`src/rtl/nios2_oci_trace_pkg.sv`:
```
// Shared types and helpers for the OCI trace capture buffer.
package nios2_oci_trace_pkg;

  typedef enum logic [2:0] {
    ST_CAPTURE,
    ST_POST,
    ST_FROZEN,
    ST_DRAIN,
    ST_DONE
  } state_t;

  // Default geometry; the top recomputes these from its own parameters.
  localparam int DEF_DCT_W  = 30;
  localparam int DEF_SLOT_W = 2;
  localparam int DEF_DEPTH  = 64;
  localparam int DCT_SLOTS  = DEF_DCT_W / DEF_SLOT_W;
  localparam int PTR_W      = $clog2(DEF_DEPTH);

  // Widest trace word the mask helper can describe.
  localparam int MASK_MAX   = 256;

  // Ones over the low count*slot_w bits: keeps valid slots, zeroes the rest.
  function automatic logic [MASK_MAX-1:0] slot_mask(input int count, input int slot_w);
    logic [MASK_MAX-1:0] m;
    m = '0;
    for (int i = 0; i < MASK_MAX; i++) m[i] = (i < count * slot_w);
    return m;
  endfunction

endpackage

```
`src/rtl/nios2_oci_trace_ram.sv`:
```
// Simple dual-port capture memory, registered read, no array reset.
module nios2_oci_trace_ram #(
  parameter int DEPTH = 64,
  parameter int AW    = 6,
  parameter int W     = 34
) (
  input  logic          i_clk,
  input  logic          i_we,
  input  logic [AW-1:0] i_waddr,
  input  logic [W-1:0]  i_wdata,
  input  logic          i_re,
  input  logic [AW-1:0] i_raddr,
  output logic [W-1:0]  o_rdata
);
  logic [W-1:0] r_mem [DEPTH];
  logic [W-1:0] r_q;

  // Write port.
  always_ff @(posedge i_clk) begin
    if (i_we) r_mem[i_waddr] <= i_wdata;
  end

  // Read port; output holds while i_re is low so a stalled beat stays put.
  always_ff @(posedge i_clk) begin
    if (i_re) r_q <= r_mem[i_raddr];
  end

  assign o_rdata = r_q;
endmodule

```
`src/rtl/nios2_oci_trace_capture.sv`:
```
// Captures DCT words into a circular buffer, freezes after a post-trigger
// window, then drains the history oldest-first over a valid/ready stream.
module nios2_oci_trace_capture
  import nios2_oci_trace_pkg::*;
#(
  parameter int DCT_W     = 30,
  parameter int SLOT_W    = 2,
  parameter int CNT_W     = 4,
  parameter int DEPTH     = 64,
  parameter int POST_TRIG = 8,
  parameter int WRAP_MODE = 1
) (
  input  logic             i_clk,
  input  logic             i_reset,
  input  logic [DCT_W-1:0] i_dct_buffer,
  input  logic [CNT_W-1:0] i_dct_count,
  input  logic             i_dct_valid,
  input  logic             i_test_ending,
  input  logic             i_test_has_ended,
  output logic [DCT_W-1:0] o_rd_data,
  output logic [CNT_W-1:0] o_rd_count,
  output logic             o_rd_valid,
  input  logic             i_rd_ready,
  output logic             o_rd_last,
  output logic             o_done,
  output logic [15:0]      o_dropped,
  output logic             o_count_err
);
  localparam int N_SLOTS = DCT_W / SLOT_W;
  localparam int AW      = $clog2(DEPTH);
  localparam int EW      = CNT_W + DCT_W;
  localparam int PW      = (POST_TRIG > 0) ? $clog2(POST_TRIG + 1) : 1;
  localparam logic [AW:0] FULL = (AW+1)'(DEPTH);

  state_t           r_state;
  logic             r_end_d, r_hend_d;
  logic [AW-1:0]    r_wr_ptr, r_rd_ptr;
  logic [AW:0]      r_fill, r_rd_cnt;
  logic [PW-1:0]    r_post_cnt;
  logic [15:0]      r_dropped;
  logic             r_count_err, r_vld, r_last, r_done;

  logic             w_end_rise, w_hend_rise, w_acc, w_over, w_capt, w_full;
  logic             w_we, w_adv, w_re, w_to_drain;
  logic [CNT_W-1:0] w_cnt;
  logic [DCT_W-1:0] w_mask;
  logic [EW-1:0]    w_wdata, w_q;
  logic [AW-1:0]    w_wr_ptr_nxt;
  logic [AW:0]      w_fill_nxt;

  assign w_end_rise  = i_test_ending & ~r_end_d;
  assign w_hend_rise = i_test_has_ended & ~r_hend_d;
  assign w_acc       = i_dct_valid && (i_dct_count != '0);
  assign w_over      = i_dct_count > CNT_W'(N_SLOTS);
  assign w_cnt       = w_over ? CNT_W'(N_SLOTS) : i_dct_count;
  assign w_mask      = DCT_W'(slot_mask(int'(w_cnt), SLOT_W));
  assign w_wdata     = {w_cnt, i_dct_buffer & w_mask};
  assign w_capt      = w_acc && (r_state == ST_CAPTURE || r_state == ST_POST);
  assign w_full      = (r_fill == FULL);
  // In stop-on-full mode a full buffer turns captures into drops.
  assign w_we        = w_capt && (WRAP_MODE != 0 || !w_full);
  assign w_wr_ptr_nxt = w_we ? r_wr_ptr + 1'b1 : r_wr_ptr;
  assign w_fill_nxt  = (w_we && !w_full) ? r_fill + 1'b1 : r_fill;
  assign w_to_drain  = w_hend_rise &&
                       (r_state == ST_CAPTURE || r_state == ST_POST || r_state == ST_FROZEN);
  // Output slot is free when empty or its beat is being taken this cycle.
  assign w_adv       = !r_vld || i_rd_ready;
  assign w_re        = (r_state == ST_DRAIN) && w_adv && (r_rd_cnt != r_fill);

  nios2_oci_trace_ram #(.DEPTH(DEPTH), .AW(AW), .W(EW)) u_ram (
    .i_clk   (i_clk),
    .i_we    (w_we),
    .i_waddr (r_wr_ptr),
    .i_wdata (w_wdata),
    .i_re    (w_re),
    .i_raddr (r_rd_ptr),
    .o_rdata (w_q)
  );

  // Capture/drain control, pointers and status.
  always_ff @(posedge i_clk) begin
    if (i_reset) begin
      r_state     <= ST_CAPTURE;
      r_end_d     <= 1'b0;
      r_hend_d    <= 1'b0;
      r_wr_ptr    <= '0;
      r_rd_ptr    <= '0;
      r_fill      <= '0;
      r_rd_cnt    <= '0;
      r_post_cnt  <= '0;
      r_dropped   <= '0;
      r_count_err <= 1'b0;
      r_vld       <= 1'b0;
      r_last      <= 1'b0;
      r_done      <= 1'b0;
    end else begin
      r_end_d  <= i_test_ending;
      r_hend_d <= i_test_has_ended;
      r_wr_ptr <= w_wr_ptr_nxt;
      r_fill   <= w_fill_nxt;
      r_done   <= 1'b0;
      if (w_capt && w_over) r_count_err <= 1'b1;
      if (w_capt && !w_we && r_dropped != 16'hFFFF) r_dropped <= r_dropped + 16'd1;

      if (w_to_drain) begin
        r_state <= ST_DRAIN;
      end else begin
        case (r_state)
          ST_CAPTURE: if (w_end_rise) begin
            if (POST_TRIG == 0) r_state <= ST_FROZEN;
            else begin
              r_state    <= ST_POST;
              r_post_cnt <= PW'(POST_TRIG);
            end
          end
          ST_POST: if (w_capt) begin
            r_post_cnt <= r_post_cnt - 1'b1;
            if (r_post_cnt == PW'(1)) r_state <= ST_FROZEN;
          end
          ST_DRAIN: if (r_fill == '0 || (r_vld && r_last && i_rd_ready)) begin
            r_done  <= 1'b1;
            r_state <= ST_DONE;
          end
          default: ;
        endcase
      end

      // Oldest entry sits at wr_ptr once the buffer has wrapped, else at 0;
      // use next-state values so a word written on the trigger cycle counts.
      if (w_to_drain) begin
        r_rd_ptr <= (w_fill_nxt == FULL) ? w_wr_ptr_nxt : '0;
        r_rd_cnt <= '0;
      end else if (w_re) begin
        r_rd_ptr <= r_rd_ptr + 1'b1;
        r_rd_cnt <= r_rd_cnt + 1'b1;
      end

      if (w_adv) begin
        r_vld  <= w_re;
        r_last <= w_re && (r_rd_cnt == r_fill - 1'b1);
      end
    end
  end

  assign o_rd_valid  = r_vld;
  assign o_rd_last   = r_vld & r_last;
  assign o_rd_data   = r_vld ? w_q[DCT_W-1:0] : '0;
  assign o_rd_count  = r_vld ? w_q[EW-1:DCT_W] : '0;
  assign o_done      = r_done;
  assign o_dropped   = r_dropped;
  assign o_count_err = r_count_err;
endmodule
```
`config.mk`:
```
export PLATFORM = sky130hd
export DESIGN_NAME = nios2_oci_trace_capture
export DESIGN_NICKNAME = d
export VERILOG_FILES = /design/src/rtl/nios2_oci_trace_pkg.sv /design/src/rtl/nios2_oci_trace_ram.sv /design/src/rtl/nios2_oci_trace_capture.sv
export SDC_FILE = /design/constraint.sdc
export NUM_CORES = 2
export LEC_CHECK = 0
export ABC_AREA = 1
export BUFFER_PORTS_ARGS = -buffer_cell sky130_fd_sc_hd__buf_2
export CORE_UTILIZATION = 45
export DETAILED_ROUTE_END_ITERATION = 6
export PLACE_DENSITY = 0.71
export SYNTH_ARGS = -nofsm -noshare
export SYNTH_HDL_FRONTEND = slang
export SYNTH_SLANG_ARGS = --single-unit
```
`constraint.sdc`:
```
create_clock -name i_clk -period 12.2 [get_ports i_clk]
set_input_delay 2.44 -clock i_clk [delete_from_list [all_inputs] [get_ports i_clk]]
set_output_delay 2.44 -clock i_clk [all_outputs]
set_load 0.05 [all_outputs]
```
==> flow_metrics.env <==
export IMPL_outcome="finished, final reports clean"
export IMPL_clkSinkCount=2248
export IMPL_syn_inst=6881
export IMPL_pre_cts_ws_ps=6102
export IMPL_synth_edf_count=2210
export IMPL_ys_types=44
export IMPL_antenna_found_initial=15
export IMPL_cap_viol_max_count=0
export IMPL_async_reset_ff_share_pct=0
export IMPL_globalplace_congestion=0.9234
export IMPL_grt_pass1_wl_mm=353.2
export IMPL_fin_crit_ps=5281
export IMPL_synth_most_common_cell="edfxtp_1"
export IMPL_hold_ws_ps=445.5
export IMPL_place_hpwl_mm=133.5
export IMPL_first_pass_iters=6
export IMPL_die_y_um=448.1
export IMPL_ctsResizeCount=0
export IMPL_drt_met1_wl_mm=93.37
export IMPL_max_stage_delay_ps=900
export IMPL_area_growth_pct=10.42
export IMPL_portBuffers=76
export IMPL_wl_met3_mm=29.58
export IMPL_drcViolationCount=0
export IMPL_cp_cell_sequence="buf_2, buf_4, nor2_2, nand2_4, nand3_4, inv_2, nand4_1, buf_4, nor2_4"
export IMPL_drt_total_wl_mm=245.1
export IMPL_rsz0062_at_grt="false"
export IMPL_htreeDepth=4
export IMPL_cts_buffers=203
export IMPL_std_cell_rows=163
export IMPL_crit_slowest_cell="nor2_4"
export IMPL_maxSlewHeadroom_pct=11.36
export IMPL_core_area_um2=197600
export IMPL_die_x_um=448.1
export IMPL_ys_seq_area_share_pct=74.94
export IMPL_grt_max_degree=248
export IMPL_irDropWorstVdd_uv=166.6
export IMPL_synth_avg_cell_area_um2=13.02
export IMPL_wl_per_cell_um=25.48
export IMPL_p_leak_nw=32.07
export IMPL_hold_violations=0
export IMPL_synth_area_um2=89570
export IMPL_cp_data_arrival_time_ps=5730
export IMPL_slew_viol_final=0
export IMPL_clk_path_buf_depth=3
export IMPL_layout_nets=6851
export IMPL_postCtsHoldBufs=0
export IMPL_clk_latency_ps=860
export IMPL_drt_iter0_markers=9157
export IMPL_synth_top_cell_area_share_pct=74.09
export IMPL_synth_top_cells_by_area="edfxtp_1, nor2_1, o21ai_0"
export IMPL_fin_tns_setup_ps=0
export IMPL_io_pins=94
export IMPL_ant_nets=0
export IMPL_track_usage_pct=23.96
export IMPL_fin_worst_skew_ps=49.93
export IMPL_via_per_inst=5.986
export IMPL_crit_top_cell="buf_4"
export IMPL_worstMarginPinSlew_ps=1330
export IMPL_grt_pass1_vias=53010
export IMPL_tritoncts="built"
export IMPL_die_area_um2=200800
export IMPL_crit_fanout=66
export IMPL_pwr_density_cell_nw_per_um2=185.7
export IMPL_num_vias=57590
export IMPL_fin_util_pct=50.05
export IMPL_synth_warnings=0
export IMPL_criticalPathCategory="primary input to flip-flop"
export IMPL_cts_root_buf="clkbuf_16"
export IMPL_post_cts_buffers=0
export IMPL_start_kind="primary input"
export IMPL_fmax_mhz=189.4
export IMPL_holdCritPathClass="flip-flop to flip-flop"
export IMPL_top_layer="met5"
export IMPL_wl_met2_mm=110.1
export IMPL_synth_top_cell_by_area="edfxtp_1"
export IMPL_synth_top_flop_cell="edfxtp_1"
export IMPL_end_kind="flip-flop"
export IMPL_setup_viol=0
export IMPL_yosys_register_bits=2248
export IMPL_worstPathRequired_ps=12650
export IMPL_start_util_pct=45.32
export IMPL_clkTransAtPathRegs_ps=60
export IMPL_setup_ws_ps=6919
export IMPL_min_period_over_period_pct=43.29
export IMPL_drive_gt1_share_pct=9.004
export IMPL_synth_commonest_cells="edfxtp_1, nor2_1, o21ai_0"
export IMPL_overflow=0
[cell type report]
| class | instances | area [um2] |
|---|---|---|
| Timing Repair Buffer | 190 | 1324 |
| Clock inverter | 124 | 1287 |
| Multi-Input combinational cell | 4050 | 20080 |
| Fill cell | 16230 | 98720 |
| Clock buffer | 252 | 5305 |
| Antenna cell | 5 | 12.51 |
| Tap cell | 2640 | 3303 |
| Inverter | 111 | 449.2 |
| Sequential cell | 2248 | 67140 |
[cell families (layout without fill, tap and decap cells)]
logic type	after synthesis	after routing	share of synthesized area, %
fa+ha+maj	7	7	0.09778
compound gates	1816	1816	11.37
xor+xnor	21	21	0.2054
other cells	1	22	0.004187
flops	2248	2248	74.94
buf+inv	599	677	3.477
simple gates	2189	2189	9.899
[layout by cell type, fill, tap and decap left out, drive strengths merged, types with 4 or more instances in the layout]
| master | Yosys | routed |
|---|---|---|
| nor3 | 16 | 16 |
| clkbuf | 233 | 252 |
| o21ai | 1117 | 1117 |
| nand2 | 395 | 395 |
| o22ai | 292 | 292 |
| xnor2 | 7 | 7 |
| inv | 109 | 112 |
| diode | 0 | 5 |
| clkinvlp | 0 | 6 |
| ha | 7 | 7 |
| o221ai | 10 | 10 |
| nor3b | 8 | 8 |
| nand3 | 277 | 277 |
| clkinv | 2 | 98 |
| buf | 255 | 190 |
| bufinv | 0 | 19 |
| edfxtp | 2210 | 2210 |
| nor2 | 1425 | 1425 |
| a21oi | 126 | 126 |
| a21boi | 4 | 4 |
| dfxtp | 38 | 38 |
| xor2 | 14 | 14 |
| or2 | 18 | 18 |
| conb | 1 | 17 |
| o211ai | 262 | 262 |
| nand4 | 45 | 45 |
[metal layers]
| metal | vias up | global-route usage (%) |
|---|---|---|
| met5 | - | 0 |
| met4 | 4 | 10.98 |
| met3 | 457 | 5.574 |
| met2 | 3527 | 35.82 |
| met1 | 28410 | 33.35 |
| li1 | 25190 | - |
[sequential cells by signal, summed over array words and instances, names as in the netlist]
signal / cells
r_end_d: 1
u_ram.o_rdata: 34
o_done: 1
u_ram.r_mem: 2176
o_rd_valid: 1
r_state: 3
r_rd_cnt: 7
r_hend_d: 1
r_rd_ptr: 6
r_fill: 7
r_wr_ptr: 6
r_last: 1
r_post_cnt: 4
[report_power, final]
part	internal, mW	switching (mW)
Clock	3.51	2.86
Sequential	8.61	0.0882
Combinational	0.778	2.51
Total	12.9	5.46
[metrics by stage]
step | power [mW] | cell area [um2] | instances
floorplan | 10.87 | 89630 | 6897
global placement | 12.01 | 92300 | 9239
detailed placement | 12.08 | 92300 | 9239
CTS | 18.33 | 98890 | 9615
global route | 18.90 | 98890 | 9615
finish | 18.36 | 98900 | 9620
[critical path: cells and delay by family]
family	cells	cell delay, ps
buf+inv	4	1280
simple gates	5	1870
[final timing paths]
path | startpoint | endpoint | slack (ps) | cells past startpoint
hold / removal | r_post_cnt[2]$_SDFFE_PP0P_ | r_post_cnt[2]$_SDFFE_PP0P_ | 450 | 1
setup / recovery | i_dct_count[0] | u_ram.r_mem[25][17]$_DFFE_PP_ | 6920 | 9
hold reg to reg | r_post_cnt[2]$_SDFFE_PP0P_ | r_post_cnt[2]$_SDFFE_PP0P_ | 450 | 1
setup reg to reg | r_rd_ptr[0]$_SDFFE_PP0P_ | u_ram.o_rdata[27]$_DFFE_PP_ | 6970 | 12
Power figures use the tool's default switching activity.
